### src/rtl/decode_pkg.sv
// decode_pkg: shared types and constants for the RV32I decode stage.
//   opclass_t  - instruction class presented to execute (4 bits)
//   imm_fmt_t  - immediate encoding format selected by the opcode
//   decoded_t  - instruction-derived control fields held in the decode slot
//   OPC_*      - RV32I major opcodes (instr[6:0])
package decode_pkg;

  localparam int REG_AW = 5;

  typedef enum logic [3:0] {
    LUI, AUIPC, JAL, JALR, BRANCH, LOAD, STORE, OPIMM, OP, FENCE, SYSTEM, ILLEGAL
  } opclass_t;

  typedef enum logic [2:0] {
    FMT_I, FMT_S, FMT_B, FMT_U, FMT_J, FMT_NONE
  } imm_fmt_t;

  localparam logic [6:0] OPC_LUI    = 7'b0110111;
  localparam logic [6:0] OPC_AUIPC  = 7'b0010111;
  localparam logic [6:0] OPC_JAL    = 7'b1101111;
  localparam logic [6:0] OPC_JALR   = 7'b1100111;
  localparam logic [6:0] OPC_BRANCH = 7'b1100011;
  localparam logic [6:0] OPC_LOAD   = 7'b0000011;
  localparam logic [6:0] OPC_STORE  = 7'b0100011;
  localparam logic [6:0] OPC_OPIMM  = 7'b0010011;
  localparam logic [6:0] OPC_OP     = 7'b0110011;
  localparam logic [6:0] OPC_FENCE  = 7'b0001111;
  localparam logic [6:0] OPC_SYSTEM = 7'b1110011;

  typedef struct packed {
    logic [REG_AW-1:0] rs1;
    logic [REG_AW-1:0] rs2;
    logic [REG_AW-1:0] rd;
    logic [2:0]        funct3;
    logic              funct7b5;
    opclass_t          opclass;
    logic              reg_write;
    logic              illegal;
  } decoded_t;

endpackage

### src/rtl/decode_stage_imm_gen.sv
// imm_gen: combinational RV32I immediate generator.
//   instr - instruction word
//   fmt   - immediate format chosen by the decoder
//   imm   - immediate, sign-extended from instr[31] to WORD_WIDTH
//           (FMT_NONE yields zero)
module imm_gen
  import decode_pkg::*;
#(
  parameter int WORD_WIDTH = 32
) (
  input  logic [WORD_WIDTH-1:0] instr,
  input  imm_fmt_t              fmt,
  output logic [WORD_WIDTH-1:0] imm
);

  // Each format is assembled at its natural width as a signed value so the
  // width cast below performs the sign extension from instr[31].
  logic signed [11:0] imm_i;
  logic signed [11:0] imm_s;
  logic signed [12:0] imm_b;
  logic signed [31:0] imm_u;
  logic signed [20:0] imm_j;
  logic               unused_opcode;

  assign imm_i = instr[31:20];
  assign imm_s = {instr[31:25], instr[11:7]};
  assign imm_b = {instr[31], instr[7], instr[30:25], instr[11:8], 1'b0};
  assign imm_u = {instr[31:12], 12'b0};
  assign imm_j = {instr[31], instr[19:12], instr[20], instr[30:21], 1'b0};

  // The major opcode never contributes immediate bits.
  assign unused_opcode = ^instr[6:0];

  always_comb begin
    imm = '0;
    case (fmt)
      FMT_I:   imm = WORD_WIDTH'(imm_i);
      FMT_S:   imm = WORD_WIDTH'(imm_s);
      FMT_B:   imm = WORD_WIDTH'(imm_b);
      FMT_U:   imm = WORD_WIDTH'(imm_u);
      FMT_J:   imm = WORD_WIDTH'(imm_j);
      default: imm = '0;
    endcase
  end

endmodule

### src/rtl/decode_stage.sv
// decode_stage: RV32I decode stage in front of a register file with a
// one-cycle registered read.
//   in_valid/in_ready/in_instr/in_pc - fetch handshake and instruction
//   flush                            - drop held and incoming instruction
//   ra1/ra2, rd1/rd2                 - register file read address / data
//   wb_wen/wb_addr/wb_data           - writeback port, snooped for bypass
//   out_valid/out_ready              - execute handshake
//   out_pc/out_imm/out_op_a/out_op_b - resolved PC, immediate, operands
//   out_rd/out_opclass/out_funct3/out_funct7b5/out_reg_write/out_illegal
//                                    - decoded control
// A single slot holds the decoded instruction; its source addresses drive
// the register file while it waits, so operands track late writebacks.
module decode_stage
  import decode_pkg::*;
#(
  parameter int WORD_WIDTH    = 32,
  parameter int ADDRESS_WIDTH = 5
) (
  input  logic                     clk,
  input  logic                     rst,
  input  logic                     in_valid,
  output logic                     in_ready,
  input  logic [WORD_WIDTH-1:0]    in_instr,
  input  logic [WORD_WIDTH-1:0]    in_pc,
  input  logic                     flush,
  output logic [ADDRESS_WIDTH-1:0] ra1,
  output logic [ADDRESS_WIDTH-1:0] ra2,
  input  logic [WORD_WIDTH-1:0]    rd1,
  input  logic [WORD_WIDTH-1:0]    rd2,
  input  logic                     wb_wen,
  input  logic [ADDRESS_WIDTH-1:0] wb_addr,
  input  logic [WORD_WIDTH-1:0]    wb_data,
  output logic                     out_valid,
  input  logic                     out_ready,
  output logic [WORD_WIDTH-1:0]    out_pc,
  output logic [WORD_WIDTH-1:0]    out_imm,
  output logic [WORD_WIDTH-1:0]    out_op_a,
  output logic [WORD_WIDTH-1:0]    out_op_b,
  output logic [ADDRESS_WIDTH-1:0] out_rd,
  output opclass_t                 out_opclass,
  output logic [2:0]               out_funct3,
  output logic                     out_funct7b5,
  output logic                     out_reg_write,
  output logic                     out_illegal
);

  decoded_t                 dec_p0;
  imm_fmt_t                 fmt_p0;
  logic [WORD_WIDTH-1:0]    imm_p0;
  logic                     writes_rd_p0;
  logic                     accept;

  decoded_t                 slot_p1;
  logic [WORD_WIDTH-1:0]    pc_p1;
  logic [WORD_WIDTH-1:0]    imm_p1;
  logic                     vld_p1;
  logic                     byp1;
  logic                     byp2;
  logic [WORD_WIDTH-1:0]    bdat1;
  logic [WORD_WIDTH-1:0]    bdat2;

  // ---- p0: decode of the incoming instruction ----
  always_comb begin
    dec_p0          = '0;
    fmt_p0          = FMT_NONE;
    writes_rd_p0    = 1'b0;
    dec_p0.rs1      = in_instr[19:15];
    dec_p0.rs2      = in_instr[24:20];
    dec_p0.rd       = in_instr[11:7];
    dec_p0.funct3   = in_instr[14:12];
    dec_p0.funct7b5 = in_instr[30];
    case (in_instr[6:0])
      OPC_LUI:    begin dec_p0.opclass = LUI;    fmt_p0 = FMT_U; writes_rd_p0 = 1'b1; end
      OPC_AUIPC:  begin dec_p0.opclass = AUIPC;  fmt_p0 = FMT_U; writes_rd_p0 = 1'b1; end
      OPC_JAL:    begin dec_p0.opclass = JAL;    fmt_p0 = FMT_J; writes_rd_p0 = 1'b1; end
      OPC_JALR:   begin dec_p0.opclass = JALR;   fmt_p0 = FMT_I; writes_rd_p0 = 1'b1; end
      OPC_BRANCH: begin dec_p0.opclass = BRANCH; fmt_p0 = FMT_B; end
      OPC_LOAD:   begin dec_p0.opclass = LOAD;   fmt_p0 = FMT_I; writes_rd_p0 = 1'b1; end
      OPC_STORE:  begin dec_p0.opclass = STORE;  fmt_p0 = FMT_S; end
      OPC_OPIMM:  begin dec_p0.opclass = OPIMM;  fmt_p0 = FMT_I; writes_rd_p0 = 1'b1; end
      OPC_OP:     begin dec_p0.opclass = OP;     writes_rd_p0 = 1'b1; end
      OPC_FENCE:  begin dec_p0.opclass = FENCE;  end
      // CSR forms write rd; ECALL/EBREAK encode rd = x0 and fall out below.
      OPC_SYSTEM: begin dec_p0.opclass = SYSTEM; writes_rd_p0 = 1'b1; end
      default:    begin dec_p0.opclass = ILLEGAL; dec_p0.illegal = 1'b1; end
    endcase
    dec_p0.reg_write = writes_rd_p0 && (dec_p0.rd != '0);
  end

  imm_gen #(
    .WORD_WIDTH (WORD_WIDTH)
  ) u_imm_gen (
    .instr (in_instr),
    .fmt   (fmt_p0),
    .imm   (imm_p0)
  );

  assign in_ready = !vld_p1 || out_ready;
  assign accept   = in_valid && in_ready;

  // While nothing is accepted the held instruction re-reads its sources.
  assign ra1 = accept ? ADDRESS_WIDTH'(dec_p0.rs1) : ADDRESS_WIDTH'(slot_p1.rs1);
  assign ra2 = accept ? ADDRESS_WIDTH'(dec_p0.rs2) : ADDRESS_WIDTH'(slot_p1.rs2);

  // ---- p1: slot register, aligned with the registered read data ----
  always_ff @(posedge clk or posedge rst) begin
    if (rst) begin
      vld_p1  <= 1'b0;
      slot_p1 <= '0;
      pc_p1   <= '0;
      imm_p1  <= '0;
    end else if (flush) begin
      vld_p1  <= 1'b0;
    end else if (accept) begin
      vld_p1  <= 1'b1;
      slot_p1 <= dec_p0;
      pc_p1   <= in_pc;
      imm_p1  <= imm_p0;
    end else if (out_ready) begin
      vld_p1  <= 1'b0;
    end
  end

  // The register file reads the old value when written on the same edge it
  // samples the address, so the writeback is captured here instead.
  always_ff @(posedge clk or posedge rst) begin
    if (rst) begin
      byp1  <= 1'b0;
      byp2  <= 1'b0;
      bdat1 <= '0;
      bdat2 <= '0;
    end else begin
      byp1  <= wb_wen && (wb_addr == ra1) && (ra1 != '0);
      byp2  <= wb_wen && (wb_addr == ra2) && (ra2 != '0);
      bdat1 <= wb_data;
      bdat2 <= wb_data;
    end
  end

  assign out_op_a = (slot_p1.rs1 == '0) ? '0 : (byp1 ? bdat1 : rd1);
  assign out_op_b = (slot_p1.rs2 == '0) ? '0 : (byp2 ? bdat2 : rd2);

  assign out_valid     = vld_p1;
  assign out_pc        = pc_p1;
  assign out_imm       = imm_p1;
  assign out_rd        = ADDRESS_WIDTH'(slot_p1.rd);
  assign out_opclass   = slot_p1.opclass;
  assign out_funct3    = slot_p1.funct3;
  assign out_funct7b5  = slot_p1.funct7b5;
  assign out_reg_write = slot_p1.reg_write;
  assign out_illegal   = slot_p1.illegal;

endmodule

### config.mk
export PLATFORM = sky130hd
export DESIGN_NAME = decode_stage
export DESIGN_NICKNAME = d
export VERILOG_FILES = /design/src/rtl/decode_pkg.sv /design/src/rtl/decode_stage_imm_gen.sv /design/src/rtl/decode_stage.sv
export SDC_FILE = /design/constraint.sdc
export NUM_CORES = 1
export LEC_CHECK = 0
export CORE_AREA = 5 5 129 131
export CTS_BUF_LIST = sky130_fd_sc_hd__clkbuf_4
export DETAILED_ROUTE_END_ITERATION = 16
export DIE_AREA = 0 0 134 136
export PLACE_DENSITY_LB_ADDON = 0.12
export SETUP_SLACK_MARGIN = 0.4
export SYNTH_ARGS = -nofsm -noshare
export SYNTH_HDL_FRONTEND = slang
export SYNTH_SLANG_ARGS = --single-unit
### constraint.sdc
create_clock -name clk -period 5.55 [get_ports clk]
set_input_delay 1.3875 -clock clk [delete_from_list [all_inputs] [get_ports clk]]
set_output_delay 1.3875 -clock clk [all_outputs]
set_load 0.1 [all_outputs]
==> flow_metrics.py <==
metrics = {
    "sta": {
        "slew_viol_final": 0,
        "setup_viol": 0,
        "worst_hold_slack_ns": 0.477,
        "rsz0062_at_grt": "false",
        "finalCriticalPeriod_ns": 4.26,
        "max_slew_margin": 0.274,
        "worst_pin_slew_ns": 1.09,
        "fin_skew_ns": 0.0157,
        "final-hold-violation-count": 0,
        "tns_ns": 0,
        "fin_crit_sh": 0.768,
        "fmax_ghz": 0.235,
    },
    "worst_hold_path": {
        "min_to": "out_pc[31]",
        "hold_path.startpoint": "out_pc[31]",
        "holdCritPathClass": "flip-flop to flip-flop",
        "whs_path_depth": 2,
    },
    "final_layout": {
        "n_fill_cell": 1371,
        "multi_input_area_um2": 2710,
        "fin_util": 0.613,
        "regArea_um2": 3110,
        "nNetsFinal": 1125,
        "syn_to_final_growth_pct": 54.5,
        "drive_above_1_share": 0.141,
    },
    "pwr": {
        "p_comb_frac": 0.458,
        "seq_power_share": 0.323,
        "leakage_nw": 4.12,
        "pwr-share-clk": 0.219,
        "power_density_nw_per_um2": 334,
        "p_int_mw": 1.69,
        "max-vdd-ir-drop_uv": 143,
        "switching_share": 0.466,
        "p_switching_mw": 1.48,
        "p_total_mw": 3.17,
    },
    "die": {
        "num_rows": 46,
        "core-area_um2": 15500,
        "die_x_um": 134,
        "start_util": 0.397,
        "dieArea_um2": 18200,
        "die_y_um": 136,
        "num_io_pins": 326,
    },
    "worst_setup_path": {
        "cp_max_fo": 17,
        "cp-end-kind": "output port",
        "cp_cell_sequence": "or4_1 -> nor2_2 -> buf_4 -> nor2_1 -> buf_4",
        "crit_required_ns": 4.16,
        "startpoint": "slot_p1[20]",
        "crit_top_cell": "buf_4",
        "crit-reg2reg-launch": "out_valid",
        "timing.critical_path.buf_inv": 2,
        "cpPeakStageDelay_ns": 0.65,
        "crit_slowest_cell": "nor2_2",
        "r2r_slack_ns": 3.45,
        "cp-start-kind": "flip-flop",
        "crit_family": "simple AND/OR/NAND/NOR gates",
        "rr_worst_depth": 5,
        "cp.arrival_ns": 2.87,
        "worst-setup-path-type": "flip-flop to output port",
        "r2r-end": "out_imm[10]",
    },
    "placed_design": {
        "post-dp-hpwl_um": 17000,
        "io_buffers": 325,
        "place.gp.congestion": 0.924,
    },
    "route": {
        "wl_per_cell_um": 19.5,
        "drc": 0,
        "drtAntennaViolNets": 0,
        "vias_per_cell": 4.97,
        "drt-initial-drc-count": 305,
        "dr.pass1.iters": 4,
        "vias": 5761,
        "drt_wl_total_um": 22600,
    },
    "cts": {
        "clock-sinks": 124,
        "ctsHtreeMaxLevel": 4,
        "cts_buffers": 17,
        "cts_resized": 0,
        "post_cts_buffers": 0,
        "clk_path_buf_depth": 2,
        "cts_root_buf": "clkbuf_4",
        "ctsHoldBuffers": 0,
        "clk_pin_slew_worst_paths_ns": 0.10,
        "insertion_delay_ns": 0.52,
        "cts_tree": "done",
    },
    "global_route": {
        "overflow": 0,
        "grt_pass1_vias": 5605,
        "grtUsageTotal": 0.245,
        "antenna_found_initial": 2,
        "grt_max_degree": 94,
        "grt_pass1_wl_um": 34200,
    },
    "synth": {
        "synth-seq-cells": 124,
        "synth_nets": 831,
        "syn_inst": 660,
        "synth_area_um2": 6150,
        "synth_flop_cell": "dfrtp_1",
        "synthDistinctLibCells": 52,
        "yosysSeqAreaShare": 0.505,
        "synth_edf_count": 0,
        "synth_warnings": 0,
        "async_reset_ff_frac": 1.00,
        "avgSynthCellArea_um2": 9.31,
    },
    "run": {
        "cap_violations": 0,
    },
    "outcome": {
        "status": "finished clean",
    },
}
-- layout by cell type (no fill, tap or decap), drive strengths merged, types with 4 or more instances in the layout --
cell type,synthesis,routed
a21oi,30,30
a22o,7,7
a22oi,4,4
a31oi,4,4
buf,47,79
bufinv,0,4
clkbuf,7,21
clkdlybuf4s50,0,250
clkinv,0,5
dfrtp,124,124
inv,9,9
mux2,10,10
mux2i,67,67
nand2,186,186
nand3,4,4
nor2,80,80
o21ai,35,35
xnor2,4,4
-- worst max-delay path by stage --
| stage | to | slack [ns] | cells after the start |
|---|---|---|---|
| after floorplan | bdat2[0] | 0.86 | 1 |
| after global placement | ra2[4] | 1.40 | 5 |
| after detailed placement | ra2[4] | 1.37 | 5 |
| after CTS | out_op_a[23] | 1.22 | 5 |
| after global routing | out_op_a[23] | 1.11 | 5 |
| final | out_op_a[5] | 1.29 | 5 |
-- through the flow --
step	instance area, µm²	setup WS [ns]	instances
floorplan	6150	0.863	660
detailed placement	9190	1.37	1127
CTS	9490	1.22	1158
global route	9500	1.11	1159
finish	9500	1.29	1160
global placement	9190	1.40	1127
-- kinds of logic after synthesis --
logic type / synth area share
simple gates: 0.196
compound gates: 0.105
xor+xnor: 0.00997
buf+inv: 0.0568
flops: 0.505
mux: 0.127
-- sequential cells by signal, summed over array words and instances (netlist names) --
register and count:
out_imm 32, out_funct3 3, bdat2 32, out_funct7b5 1
byp2 1, out_rd 5, out_opclass 4, out_illegal 1
out_valid 1, out_pc 32, slot_p1 10, out_reg_write 1
byp1 1
-- cell type report --
type	count	share of cell area
Sequential cell	124	0.327
Timing Repair Buffer	329	0.326
Multi-Input combinational cell	473	0.285
Tap cell	192	0.0253
Clock buffer	21	0.0166
Clock inverter	10	0.0155
Inverter	9	0.00408
Antenna cell	2	0.000527
-- cells in the mapped netlist, drive strengths merged, types with 7 or more instances --
library cell / n / area (µm²)
buf: 47 / 289
a22o: 7 / 61.3
inv: 9 / 33.8
a21oi: 30 / 150
nor2: 80 / 308
o21ai: 35 / 183
mux2i: 67 / 671
mux2: 10 / 113
clkbuf: 7 / 26.3
dfrtp: 124 / 3100
nand2: 186 / 706
-- tightest hold or removal path, delay by kind of cell, from the launching register on --
| kind | cells | cell delay (ns) |
|---|---|---|
| and+or+nand+nor | 2 | 0.10 |
| DFF | 1 | 0.35 |
-- power by group through the flow --
stage	combinational (mW)	sequential (mW)	clock [mW]
6_report	1.45	1.02	0.694
5_1_grt	1.50	1.03	0.757
4_1_cts	1.46	1.02	0.719
3_5_place_dp	1.46	1.04	0
3_3_place_gp	1.45	1.04	0
2_1_floorplan	0.803	1.31	0
-- routing by layer --
metal	part of all wire	track usage	vias up	wire, µm
met3	0.069	0.0722	30	1560
met5	0.00058	0	-	13
met1	0.40	0.301	2734	9100
li1	-	-	2774	-
met4	0.019	0.0777	2	426
met2	0.51	0.417	221	11500
(Power assumes the default switching activity.)
==> variant, RTL diff (config.mk and constraints unchanged) <==
Set the parameter `ADDRESS_WIDTH` to 4 (it was 5).
--- a/src/rtl/decode_stage.sv
+++ b/src/rtl/decode_stage.sv
@@ -14,7 +14,7 @@
   import decode_pkg::*;
 #(
   parameter int WORD_WIDTH    = 32,
-  parameter int ADDRESS_WIDTH = 5
+  parameter int ADDRESS_WIDTH = 4
 ) (
   input  logic                     clk,
   input  logic                     rst,
Ports: changed (resized out_rd, ra1, ra2 and wb_addr); port bits go from 326 to 322. No check against the original RTL was run, so the function may have changed too.
==> variant against the original RTL <==
- sequential cell count decreased by 1
- die area unchanged
- non-clock buffer count decreased by 1
- design area decreased by 2.2%
- setup slack better by 0.077 ns
- sequential share of layout area up 0.47 points
- routed wire length is 4.6% lower
- via count down 2.6%
- count of clock-buffer cells in the layout decreased by 1
- synthesized area is 4.5% lower
- critical path depth down 1
- first-iteration DRC count increased by 0.66%
- total power is 5.7% higher
==> variant: results (changes against the original RTL) <==
Net Sw Frac: 47.5% (+0.90 points)
drt first pass iters: 4 (unchanged)
ys async rst share: 100% (unchanged)
Clock power frac: 22.1% (+0.2 points)
ys flop type: dfrtp_1
Clock Path Buffers: 2 (unchanged)
Critical Path AT: 2.80 ns (-0.07 ns)
Yosys warning count: 0 (unchanged)
most frequent cells after synthesis: 177 x nand2_1, 123 x dfrtp_1, 87 x nor2_1
Max-slew headroom: 29.0% (+1.6 points)
Max rail drop VDD: 0.215 mV (+50%)
Total Wirelength: 21,500 um (-4.6%)
Avg WL per Cell: 19.2 um (-1.2%)
Combinational Power: 1.58 mW (+9%)
Final Hold Viols: 0 (unchanged)
I/O Buffers: 321 (-1.2%)
initial antenna violation count: 0 (-2)
DR vias: 5,609 (-2.6%)
first-pass GRT wire length: 32,900 um (-3.8%)
top cells by area, synth: dfrtp_1 52%, nand2_1 11%, mux2i_1 11%, nor2_1 5.6%, a22o_1 2.2%
clock-net power: 740 uW (+6.6%)
area of placed instances: 8960 sq um (-2.5%)
status: finished clean
total global-route track usage: 23.2% (-1.3 points)
CTS buffer count: 17 (unchanged)
Clk Latency, worst-skew pair: 0.53 ns
skew final: 0.0116 ns (-0.00417 ns)
syn nets: 789 (-5.1%)
Avg Inst Size Synth: 9.48 sq um (+1.8%)
cell chosen for the clock root: clkbuf_4
vias in the first global route: 5,891 (+5.1%)
pre-CTS setup slack: 1.36 ns (-0.00221 ns)
maximum number of pins on one net before global-route repair: 51 (-46%)
DP Wirelength: 16,400 um (-3.4%)
maximum fanout along the worst path: 11 (-6)
Reg clk slew, reported paths: 0.10 ns (about the same)
leakage power: 4.12 nW (about the same)
Post-CTS Resized: 0 (unchanged)
ANT cells: 0 (-2)
CTS HTree Levels: 4 (unchanged)
initial DRC count: 307 (+0.66%)
Worst Hold Class: reg2reg
Distinct cells, synth: 45 (-13%)
Cells after DPL: 1,089 (-3.4%)
share of the yosys chip area belonging to registers: 52.5% (+2.0 points)
layout cells sized above 1: 13.9% (-0.18 points)
Setup Fix Bufs, Post-CTS: 0 (unchanged)
routability cong.: 0.846 (-8.4%)
-- variant: cell count changes in the layout (fill, tap and decap cells not counted), sizes merged, moves of 4 or more --
cell	unedited run	this run
o21ai	35	9
a21oi	30	13
a221o	0	11
a22o	7	15
nand2	186	178
nor2	80	87
inv	9	4
a22oi	4	0
nand2b	1	5
xnor2	4	0
-- variant: cells by family after synthesis --
family / count (synthesis) / synth area share, %
multiplexers: 74 / 12.9
AO/OA/AOI/OAI: 68 / 8.98
buffers and inverters: 54 / 4.46
XOR/XNOR: 4 / 0.597
flip-flops: 123 / 52.5
AND/OR/NAND/NOR: 296 / 20.6
-- variant: final cells by class --
type	count	area, sq um
clock inverter	11	175
multi-input combinational	442	2540
fill	1386	6190
sequential	123	3080
clock buffer	20	150
inverter	4	17.5
tap	192	240
timing repair buffer	328	3080
-- variant: routing by layer --
layer	track usage [%]	up-vias	share of wire, %	wire length, um
met5	0	-	0	0
met2	40.3	235	51	11100
met1	27.3	2677	39	8360
li1	-	2669	-	-
met3	7.85	28	8.1	1740
met4	6.91	0	1.7	374
-- variant: worst max-delay path, stage by stage --
cell and delay (ns):
clkdlybuf4s50_1 0.53, nand2_4 0.23, mux2_2 0.40, buf_4 0.24
-- variant: worst paths after layout --
path                                    startpoint                      end  slack (ns)  cells after the start
min in group asynchronous                      rst      bdat2[10]$_DFF_PP0_        1.29                      2
min reg2reg                slot_p1[24]$_DFFE_PP0P_  slot_p1[24]$_DFFE_PP0P_        0.48                      2
max                                       in_valid                   ra1[0]        1.37                      4
min                        slot_p1[24]$_DFFE_PP0P_  slot_p1[24]$_DFFE_PP0P_        0.48                      2
max in group asynchronous                      rst           byp1$_DFF_PP0_        3.28                      3
max reg2reg                  out_valid$_DFFE_PP0P_  out_imm[26]$_DFFE_PP0P_        3.04                      5
